File: src/rtl/cas_arbiter.sv
// Read/write CAS arbiter: picks one CAS per grant, enforcing tCCD and turnaround
// gaps, preferring reads while guarding writes against starvation.
module cas_arbiter #(
  parameter int STARVE_MAX = 8,
  parameter int GAP_W      = 6
) (
  input  logic             CK_t,
  input  logic             reset_n,
  input  logic             cas_en,
  input  logic [3:0]       ccd_gap,
  input  logic [GAP_W-1:0] wr2rd_gap,
  input  logic [GAP_W-1:0] rd2wr_gap,
  input  logic             rd_req,
  input  logic             rd_ap,
  input  logic             wr_req,
  input  logic             wr_ap,
  output logic             rd_gnt,
  output logic             wr_gnt,
  output logic             cas_rdy,
  output logic [1:0]       cas_req,
  output logic             starving,
  output logic [1:0]       arb_state
);

  // Handshake: a requester holds req until it sees its one-cycle gnt pulse; in
  // that gnt cycle it drops req or presents the next request. cas_req is valid
  // only while cas_rdy=1.

  typedef enum logic [1:0] {
    ARB_IDLE     = 2'd0,
    ARB_RD       = 2'd1,
    ARB_WR       = 2'd2,
    ARB_WR_FORCE = 2'd3
  } arb_state_e;

  localparam int SW = $clog2(STARVE_MAX + 1);

  arb_state_e       state, state_nxt;
  logic [SW-1:0]    starve_cnt, starve_nxt;
  logic [GAP_W-1:0] gap_cnt;
  logic             last_rd;

  logic [3:0]       eff_ccd4;
  logic [GAP_W-1:0] eff_ccd;
  logic [GAP_W-1:0] rd_lim, wr_lim;
  logic             rd_ok, wr_ok, rd_sel, wr_sel, cas_issue, starve_hit;

  assign eff_ccd4 = (ccd_gap < 4'd2) ? 4'd2 : ccd_gap;
  assign eff_ccd  = GAP_W'(eff_ccd4);

  // The required gap depends on whether the next CAS keeps or flips direction.
  assign rd_lim = last_rd ? eff_ccd : wr2rd_gap;
  assign wr_lim = last_rd ? rd2wr_gap : eff_ccd;

  assign rd_ok = rd_req & cas_en & (state != ARB_WR_FORCE) &
                 ((state == ARB_IDLE) | (gap_cnt >= rd_lim));
  assign wr_ok = wr_req & cas_en &
                 ((state == ARB_IDLE) | (gap_cnt >= wr_lim));

  assign rd_sel     = rd_ok;
  assign wr_sel     = wr_ok & ~rd_ok;
  assign cas_issue  = rd_sel | wr_sel;
  assign starve_hit = rd_sel & wr_req & (starve_cnt >= SW'(STARVE_MAX - 1));

  always_comb begin
    state_nxt = state;
    case (state)
      ARB_IDLE, ARB_RD, ARB_WR: begin
        if (rd_sel)      state_nxt = starve_hit ? ARB_WR_FORCE : ARB_RD;
        else if (wr_sel) state_nxt = ARB_WR;
      end
      ARB_WR_FORCE: begin
        if (wr_sel)       state_nxt = ARB_WR;
        else if (!wr_req) state_nxt = ARB_RD;
      end
      default: state_nxt = ARB_IDLE;
    endcase
  end

  always_comb begin
    starve_nxt = starve_cnt;
    if (wr_sel || !wr_req)
      starve_nxt = '0;
    else if (rd_sel && (starve_cnt < SW'(STARVE_MAX)))
      starve_nxt = starve_cnt + SW'(1);
  end

  always_ff @(posedge CK_t or negedge reset_n) begin
    if (!reset_n) begin
      state      <= ARB_IDLE;
      starve_cnt <= '0;
      gap_cnt    <= '1;
      last_rd    <= 1'b1;
    end else begin
      state      <= state_nxt;
      starve_cnt <= starve_nxt;
      if (cas_issue) begin
        gap_cnt <= GAP_W'(1);
        last_rd <= rd_sel;
      end else if (gap_cnt != '1) begin
        gap_cnt <= gap_cnt + GAP_W'(1);
      end
    end
  end

  // Grant outputs are registered so the pulse occupies the cycle after the decision.
  always_ff @(posedge CK_t or negedge reset_n) begin
    if (!reset_n) begin
      rd_gnt  <= 1'b0;
      wr_gnt  <= 1'b0;
      cas_rdy <= 1'b0;
      cas_req <= 2'b00;
    end else begin
      rd_gnt  <= rd_sel;
      wr_gnt  <= wr_sel;
      cas_rdy <= cas_issue;
      if (rd_sel)      cas_req <= {1'b1, rd_ap};
      else if (wr_sel) cas_req <= {1'b0, wr_ap};
      else             cas_req <= 2'b00;
    end
  end

  assign starving  = (state == ARB_WR_FORCE);
  assign arb_state = state;

endmodule

File: config.mk
export PLATFORM = sky130hd
export DESIGN_NAME = cas_arbiter
export DESIGN_NICKNAME = d
export VERILOG_FILES = /design/src/rtl/cas_arbiter.sv
export SDC_FILE = /design/constraint.sdc
export NUM_CORES = 1
export LEC_CHECK = 0
export CORE_ASPECT_RATIO = 1.2
export CORE_UTILIZATION = 48
export CTS_CLUSTER_DIAMETER = 50
export DETAILED_ROUTE_END_ITERATION = 12
export GPL_TIMING_DRIVEN = 0
export PLACE_DENSITY = 0.78
export SETUP_SLACK_MARGIN = 0.5
export SYNTH_ARGS = -nofsm -noshare
export SYNTH_HDL_FRONTEND = slang
export SYNTH_SLANG_ARGS = --single-unit
File: constraint.sdc
create_clock -name CK_t -period 3.2 [get_ports CK_t]
set_clock_uncertainty 0.15 [all_clocks]
set_input_delay 0.48 -clock CK_t [delete_from_list [all_inputs] [get_ports CK_t]]
set_output_delay 0.48 -clock CK_t [all_outputs]
set_load 0.02 [all_outputs]
==> tab_implementation.tex, run 1 <==
\begin{tabular}{lr}
\hline
Metric & Value \\
\hline
\multicolumn{2}{l}{\textbf{Job}} \\
Reported max-cap violation count & 0 \\
\multicolumn{2}{l}{\textbf{STA}} \\
Time the final worst path needs with I/O delays and setup & 2.57 ns \\
Unrepaired setup endpoints after global routing & false \\
Post-route clock period utilization & about four fifths \\
Remaining max-slew budget at the tightest pin & between 50 and 60\% \\
Max-slew violation count & 0 \\
Aggregate negative setup slack & 0 ns \\
Measured slew at the worst slew-check pin & $\sim$0.73 ns \\
Setup violation total in the final timing report & 0 \\
Peak Freq & $\sim$0.39 GHz \\
Final hold violation count & 0 \\
\multicolumn{2}{l}{\textbf{Synthesis}} \\
Mean cell area of the mapped netlist & 9.67 sq um \\
Post-synthesis cell count & between 100 and 150 \\
Unique cell type count in the Yosys netlist & 36 \\
Mux share of post-synthesis cell area & roughly 5\% \\
Flip-flop cell with the highest count after synthesis & sky130\_fd\_sc\_hd\_\_dfrtp\_1 \\
Proportion of synthesized chip area in sequential cells & between 30\% and 40\% \\
Xor-xnor portion of the synthesized cell area & less than 1\% \\
Number of enable-type register cells in the synthesized netlist & 0 \\
Leading area contributor after synthesis & sky130\_fd\_sc\_hd\_\_dfrtp\_1 \\
Compound-Gate Fraction of Synth Area & around a quarter \\
Share of synthesized registers carrying an async set or reset & 100\% \\
Main combinational cell family by area after synthesis & compound AO/OA/AOI/OAI gates \\
Synth Area in Simple Gates & roughly 18\% \\
Fraction of post-synthesis cell area in the top cell type by area & $\sim$20\% \\
Arithmetic-cell share of the synthesized area counting full adders, half adders and majority gates & between 10 and 15\% \\
Syn. warnings & 0 \\
Post-synthesis cell area & 1230 sq um \\
Synth area leaders & sky130\_fd\_sc\_hd\_\_dfrtp\_1 20\%, sky130\_fd\_sc\_hd\_\_dfstp\_2 15\%, sky130\_fd\_sc\_hd\_\_ha\_1 14\%, sky130\_fd\_sc\_hd\_\_mux2i\_1 4.9\%, sky130\_fd\_sc\_hd\_\_nand3\_1 4.5\% \\
Net count after synthesis & roughly 160 \\
Flops \& latches, synth & 17 \\
\multicolumn{2}{l}{\textbf{Global route}} \\
Vias in the first global route & around 1000 \\
Overall Global Routing Usage & a little under a quarter \\
Largest net degree at the start of global routing & 18 \\
Antenna violations before repair & 0 \\
Sum of overflow across all layers after global routing & 0 \\
Wire length of the first global-routing pass & roughly 4.4 mm \\
\multicolumn{2}{l}{\textbf{Floorplan}} \\
Std-Cell Rows & 19 \\
Starting density of the core & roughly 52\% \\
Die Wd & about 48 um \\
Boundary pin count & 31 \\
Chip height & $\sim$57 um \\
Die area & 2770 sq um \\
Core area & about 2400 sq um \\
\multicolumn{2}{l}{\textbf{Final layout}} \\
Utilization of the core after routing & between 60\% and 70\% \\
Most frequent standard cell in the layout excluding fill and tap cells & sky130\_fd\_sc\_hd\_\_clkdlybuf4s50\_1 \\
Final net count & 201 \\
Syn-to-layout area delta & 33.3\% \\
Fillers & roughly 200 \\
Most frequent cells in the layout & 27 x sky130\_fd\_sc\_hd\_\_clkdlybuf4s50\_1, 14 x sky130\_fd\_sc\_hd\_\_ha\_1, 11 x sky130\_fd\_sc\_hd\_\_nand3\_1 \\
Share of post-route cells with drive strength above 1 & about 17\% \\
Antenna diode instance count & 0 \\
\multicolumn{2}{l}{\textbf{Power}} \\
Switch share & 43.3\% \\
Proportion of power drawn by flip-flops and latches & just under 30\% \\
Reported net switching power & $\sim$600 uW \\
Fraction of power consumed by combinational cells & between 60 and 70\% \\
Maximum ir drop on the vdd rail & $\sim$0.49 mV \\
Lkg Pwr & 0.000742 uW \\
Internal power summed over all cells & slightly below 800 uW \\
Relative contribution of the clock network to total power & 8.3\% \\
Areal power density over the cells & between 800 and 900 nW/um\^{}2 \\
\multicolumn{2}{l}{\textbf{Clock network}} \\
H-tree lvl count & 1 \\
Total CTS buffers & 3 \\
CTS tree & built \\
Count of hold buffers inserted by post-cts repair & 0 \\
Clock transition at the registers of the reported paths & $\sim$0.090 ns \\
CTS max path bufs & 2 \\
Root buffer cell & sky130\_fd\_sc\_hd\_\_clkbuf\_4 \\
Num Clock Sinks & 17 \\
Source-to-sink clock delay at the later pin of the worst-skew pair & approximately 0.30 ns \\
\multicolumn{2}{l}{\textbf{Worst setup path}} \\
CP endpoint & starve\_cnt[0]\$\_DFFE\_PN0P\_ \\
Worst reg2reg setup slack & $\sim$0.63 ns \\
Data arrival time of the worst path & 2.63 ns \\
Capturing point of the worst reg2reg path & starve\_cnt[0]\$\_DFFE\_PN0P\_ \\
Largest driver fanout on the critical path & 10 \\
FF-to-FF Start & last\_rd\$\_DFFE\_PN1P\_ \\
Critical Path Source & last\_rd\$\_DFFE\_PN1P\_ \\
Cells on worst reg2reg path & 9 \\
Required time of the worst setup path & around 3.3 ns \\
Nature of the critical path startpoint & flip-flop \\
Kind of end point of the critical path & flip-flop \\
CP Class & reg2reg \\
\multicolumn{2}{l}{\textbf{Route}} \\
Router iterations before antenna repair & 4 \\
Drt initial violations & 37 \\
Per-cell routed wire length & approximately 14 um \\
Number of nets with antenna violations after routing & 0 \\
Via density per instance & approximately 5.7 \\
Remaining design rule violation count & 0 \\
Detailed-route wire length & between 2 and 3 mm \\
Via Count & roughly 1100 \\
\multicolumn{2}{l}{\textbf{Place}} \\
Detailed-placement wirelength estimate & $\sim$2.1 mm \\
Placer Congestion & 0.860 \\
PortBufs & 30 \\
\multicolumn{2}{l}{\textbf{Run status}} \\
Result of the run & finished clean \\
\multicolumn{2}{l}{\textbf{Hold path}} \\
Worst hold path class & reg2reg \\
\hline
\end{tabular}
synthesized netlist by cell type, drive strengths merged, types with 4 or more instances:
master  count
a21oi       6
and3        4
dfrtp      10
dfstp       7
ha         14
inv         5
mux2i       6
nand2      10
nand2b      6
nand3      11
nor2       10
o21ai       8
worst max-delay path: stages, from the launching register on:
cell and delay, ns:
sky130_fd_sc_hd__dfstp_2 0.53, sky130_fd_sc_hd__clkbuf_4 0.18, sky130_fd_sc_hd__buf_6 0.16, sky130_fd_sc_hd__mux2i_1 0.19, sky130_fd_sc_hd__ha_1 0.26, sky130_fd_sc_hd__a21oi_1 0.16
sky130_fd_sc_hd__o221a_2 0.19, sky130_fd_sc_hd__o31a_1 0.26, sky130_fd_sc_hd__o22ai_4 0.16, sky130_fd_sc_hd__a311oi_2 0.25
per-stage QoR:
step	instances	hold WS [ns]	power, uW	cell area [sq um]	worst slack (ns)
final	194	0.418	1370	1640	0.629
after global routing	194	0.430	1480	1640	0.506
after CTS	192	0.411	1340	1600	0.509
after detailed placement	188	0.392	1220	1570	0.110
after global placement	188	0.393	1180	1570	0.151
after floorplan	127	0.0344	965	1230	0.510
power by group through the flow:
stage	sequential, uW	clock [uW]	combinational [uW]
floorplan	413	0	552
global placement	397	0	786
detailed placement	401	0	816
CTS	398	116	825
global route	411	122	951
finish	400	114	857
timing repair:
action,4_1_cts,5_1_grt
setup endpoints to repair,16,10
pin swaps,1,2
setup buffers,0,2
gates cloned,0,0
resized for setup,5,8
layout make-up:
cell class	instances	area, sq um	share of cell area, %
inverter	5	18.8	1.15
multi-input combinational	102	774	47.3
sequential	17	434	26.5
clock buffer	4	26.3	1.60
timing repair buffer	32	319	19.5
buffer	3	26.3	1.60
tap	31	38.8	2.37
per-layer routing:
metal  global-route usage [%]  part of all wire (%)  up-vias
li1                         -                     -      547
met1                     26.4                    42      517
met2                     38.3                    51       36
met3                     2.22                   4.6        9
met4                     13.1                   2.8        0
met5                        0                     0        -
kinds of logic (layout without fill, tap and decap cells):
group	count (synthesis)	in the layout
AND/OR/NAND/NOR	45	45
AO/OA/AOI/OAI	36	36
flip-flops	17	17
adder cells (fa/ha/maj)	14	14
buffers and inverters	8	44
multiplexers	6	6
XOR/XNOR	1	1
how the worst min path moves through the flow:
stage | slack [ns] | cells past startpoint | end | from
6_report | 0.42 | 1 | starve_cnt[0]$_DFFE_PN0P_ | starve_cnt[0]$_DFFE_PN0P_
3_5_place_dp | 0.39 | 1 | starve_cnt[0]$_DFFE_PN0P_ | starve_cnt[0]$_DFFE_PN0P_
3_3_place_gp | 0.39 | 1 | starve_cnt[0]$_DFFE_PN0P_ | starve_cnt[0]$_DFFE_PN0P_
4_1_cts | 0.41 | 1 | starve_cnt[0]$_DFFE_PN0P_ | starve_cnt[0]$_DFFE_PN0P_
5_1_grt | 0.43 | 1 | starve_cnt[0]$_DFFE_PN0P_ | starve_cnt[0]$_DFFE_PN0P_
2_1_floorplan | 0.03 | 0 | arb_state[0]$_DFFE_PN0P_ | reset_n
sequential cells by signal, summed over array words and instances (netlist names):
| name | cells |
|---|---|
| gap_cnt | 6 |
| starve_cnt | 4 |
| arb_state | 2 |
| cas_req | 2 |
| cas_rdy | 1 |
| last_rd | 1 |
| wr_gnt | 1 |
Note: power is estimated with default switching activity, not from simulation.
==> run 2, diff against run 1 <==
--- a/config.mk
+++ b/config.mk
@@ -6,11 +6,11 @@
 export NUM_CORES = 1
 export LEC_CHECK = 0
 export CORE_ASPECT_RATIO = 1.2
-export CORE_UTILIZATION = 48
+export CORE_UTILIZATION = 44
 export CTS_CLUSTER_DIAMETER = 50
 export DETAILED_ROUTE_END_ITERATION = 12
 export GPL_TIMING_DRIVEN = 0
-export PLACE_DENSITY = 0.78
+export PLACE_DENSITY = 0.76
 export SETUP_SLACK_MARGIN = 0.5
 export SYNTH_ARGS = -nofsm -noshare
 export SYNTH_HDL_FRONTEND = slang
==> constraint.sdc (replaced) <==
create_clock -name CK_t -period 2.3 [get_ports CK_t]
set_clock_uncertainty 0.15 [all_clocks]
set_input_delay 0.345 -clock CK_t [delete_from_list [all_inputs] [get_ports CK_t]]
set_output_delay 0.345 -clock CK_t [all_outputs]
set_load 0.02 [all_outputs]
==> run 2 against run 1 <==
  * The run now ends with setup timing left
  * Design area up 8.0%
  * Setup slack lost 0.84 ns
  * Global-route usage fell by 0.47 points
  * Sequential share of layout area shrank 1.8 points
  * Core utilization down 1.6 points
  * First-iteration DRC count fell by 41%
  * Register-to-register slack worse by 0.84 ns
  * Via count is 3.2% higher
  * Sequential cell count unchanged
  * Die area up 8.7%
  * Clock power is 35% higher
  * Total power rose by 59%
  * Critical path type unchanged
  * Largest power group unchanged
==> tab_implementation.tex, run 2 (synthesis results as in run 1) <==
\begin{tabular}{lr}
\hline
Metric & Value \\
\hline
\multicolumn{2}{l}{\textbf{Run status}} \\
Result of the run & finished with violations \\
Failing checks & setup timing \\
\multicolumn{2}{l}{\textbf{Place}} \\
Detailed-placement wirelength estimate & roughly 2.2 mm \\
PortBufs & 30 \\
Placer Congestion & around 0.79 \\
Number of cells in the design after placement & 190 \\
Minimum setup slack after placement & -0.618 ns \\
\multicolumn{2}{l}{\textbf{STA}} \\
Peak Freq & approximately 0.4 GHz \\
Measured slew at the worst slew-check pin & 0.722 ns \\
Setup violation total in the final timing report & 15 \\
Unrepaired setup endpoints after global routing & true \\
Worst hold slack after final layout & around 0.33 ns \\
Max-slew violation count & 0 \\
PnR worst setup slack & -0.212 ns \\
Aggregate negative setup slack & -1.90 ns \\
Time the final worst path needs with I/O delays and setup & around 2.5 ns \\
Post-route clock period utilization & 109\% \\
Remaining max-slew budget at the tightest pin & 51.7\% \\
Final hold violation count & 0 \\
\multicolumn{2}{l}{\textbf{Floorplan}} \\
Std-Cell Rows & 20 \\
Die Wd & 50.2 um \\
Chip height & roughly 60 um \\
Boundary pin count & 31 \\
Starting density of the core & around 47\% \\
Core area & roughly 2600 sq um \\
Die area & around 3000 sq um \\
\multicolumn{2}{l}{\textbf{Final layout}} \\
Top flop regs & gap\_cnt (6), starve\_cnt (4) \\
Most frequent standard cell in the layout excluding fill and tap cells & sky130\_fd\_sc\_hd\_\_clkdlybuf4s50\_1 \\
Syn-to-layout area delta & 44.0\% \\
Non-filler cells in the finished layout & roughly 210 \\
Share of post-route cells with drive strength above 1 & 25.0\% \\
Most frequent cells in the layout & 23 x sky130\_fd\_sc\_hd\_\_clkdlybuf4s50\_1, 14 x sky130\_fd\_sc\_hd\_\_ha\_1, 10 x sky130\_fd\_sc\_hd\_\_nand3\_1 \\
Final net count & 210 \\
Antenna diode instance count & 0 \\
Fillers & about 220 \\
Reg with most FFs & gap\_cnt \\
Largest register FFs & 6 \\
\multicolumn{2}{l}{\textbf{Worst setup path}} \\
CP Class & reg2reg \\
Cells along the critical path & buf\_8 -> clkbuf\_16 -> mux2i\_2 -> ha\_1 -> a21oi\_2 -> o221a\_2 -> o31a\_1 -> buf\_6 -> a211oi\_4 -> o31ai\_1 \\
Cells on worst reg2reg path & 10 \\
Nature of the critical path startpoint & flip-flop \\
Largest driver fanout on the critical path & 5 \\
Kind of end point of the critical path & flip-flop \\
FF-to-FF Start & last\_rd\$\_DFFE\_PN1P\_ \\
Cell count along the critical path & 10 \\
Capturing point of the worst reg2reg path & starve\_cnt[3]\$\_DFFE\_PN0P\_ \\
Cell family contributing the most delay on the critical path & compound AO/OA/AOI/OAI gates \\
Data arrival time of the worst path & 2.55 ns \\
Required time of the worst setup path & around 2.3 ns \\
CP peak stage delay & 0.54 ns \\
Slowest cell on the critical path & sky130\_fd\_sc\_hd\_\_dfstp\_2 \\
Number of buffers and inverters on the critical path & 3 \\
Worst reg2reg setup slack & -0.21 ns \\
\multicolumn{2}{l}{\textbf{Clock network}} \\
Clock transition at the registers of the reported paths & 0.09 ns \\
Source-to-sink clock delay at the later pin of the worst-skew pair & 0.29 ns \\
Count of hold buffers inserted by post-cts repair & 0 \\
Root buffer cell & sky130\_fd\_sc\_hd\_\_clkbuf\_4 \\
Num Clock Sinks & 17 \\
H-tree lvl count & 1 \\
CTS tree & built \\
Total CTS buffers & 3 \\
CTS max path bufs & 2 \\
\multicolumn{2}{l}{\textbf{Global route}} \\
Vias in the first global route & between 1000 and 1500 \\
Overall Global Routing Usage & roughly 22\% \\
Antenna violations before repair & 0 \\
Wire length of the first global-routing pass & approximately 5 mm \\
Largest net degree at the start of global routing & 18 \\
Sum of overflow across all layers after global routing & 0 \\
\multicolumn{2}{l}{\textbf{Route}} \\
Via Count & 1145 \\
Drt initial violations & 22 \\
Detailed-route wire length & a little under 3 mm \\
Via density per instance & between 5 and 6 \\
Per-cell routed wire length & 14.5 um \\
Remaining design rule violation count & 0 \\
Number of nets with antenna violations after routing & 0 \\
Router iterations before antenna repair & 4 \\
\multicolumn{2}{l}{\textbf{Hold path}} \\
Worst hold path class & in2async \\
\multicolumn{2}{l}{\textbf{Power}} \\
Maximum ir drop on the vdd rail & $\sim$0.60 mV \\
Areal power density over the cells & 1230 nW/um\^{}2 \\
Lkg Pwr & about 0.0008 uW \\
\multicolumn{2}{l}{\textbf{Job}} \\
Reported max-cap violation count & 0 \\
\hline
\end{tabular}
-- run 2: worst max-delay path by stage --
stage / slack, ns / end / startpoint
6_report: -0.21 / starve_cnt[3]$_DFFE_PN0P_ / last_rd$_DFFE_PN1P_
5_1_grt: -0.32 / starve_cnt[0]$_DFFE_PN0P_ / last_rd$_DFFE_PN1P_
4_1_cts: -0.22 / starve_cnt[0]$_DFFE_PN0P_ / last_rd$_DFFE_PN1P_
3_5_place_dp: -0.62 / starve_cnt[0]$_DFFE_PN0P_ / ccd_gap[3]
3_3_place_gp: -0.59 / starve_cnt[0]$_DFFE_PN0P_ / ccd_gap[3]
2_1_floorplan: -0.04 / starve_cnt[0]$_DFFE_PN0P_ / last_rd$_DFFE_PN1P_
-- run 2: power by group --
part	leakage [uW]	internal, uW	switching, uW
combinational	0.000586	756	702
clock	0.0000150	67.4	86.7
sequential	0.000204	444	122
total	0.000806	1270	911
-- run 2: stage by stage --
| step | power, uW | utilization (%) | area [sq um] |
|---|---|---|---|
| 2_1_floorplan | 1390 | - | 1260 |
| 3_3_place_gp | 1690 | 61.4 | 1600 |
| 3_5_place_dp | 1740 | 61.4 | 1600 |
| 4_1_cts | 2070 | 66.1 | 1720 |
| 5_1_grt | 2360 | 68.0 | 1770 |
| 6_report | 2180 | 68.0 | 1770 |
-- run 2: area by class of cell --
type	instances	area, sq um	area share (%)
multi-input combinational	102	803	45.4
sequential	17	437	24.7
timing repair buffer	41	395	22.3
buffer	3	47.5	2.69
tap	33	41.3	2.33
clock buffer	4	26.3	1.49
inverter	5	18.8	1.06
-- run 2: what timing repair did --
| action | in CTS | in global routing |
|---|---|---|
| gates cloned | 1 | 0 |
| gates resized for setup | 9 | 12 |
| pin swaps | 7 | 11 |
| setup endpoints to repair | 21 | 18 |
| buffers inserted | 9 | 1 |
| endpoints found under the hold margin | 0 | 0 |
-- run 2: routing by layer --
layer | routed length [um] | vias to the layer above | GRT usage (%) | part of all wire, %
li1 | - | 565 | - | -
met1 | 1250 | 547 | 23.7 | 42
met2 | 1590 | 27 | 43.8 | 54
met3 | 73 | 6 | 1.53 | 2.5
met4 | 60 | 0 | 10.6 | 2.0
met5 | 0 | - | 0 | 0
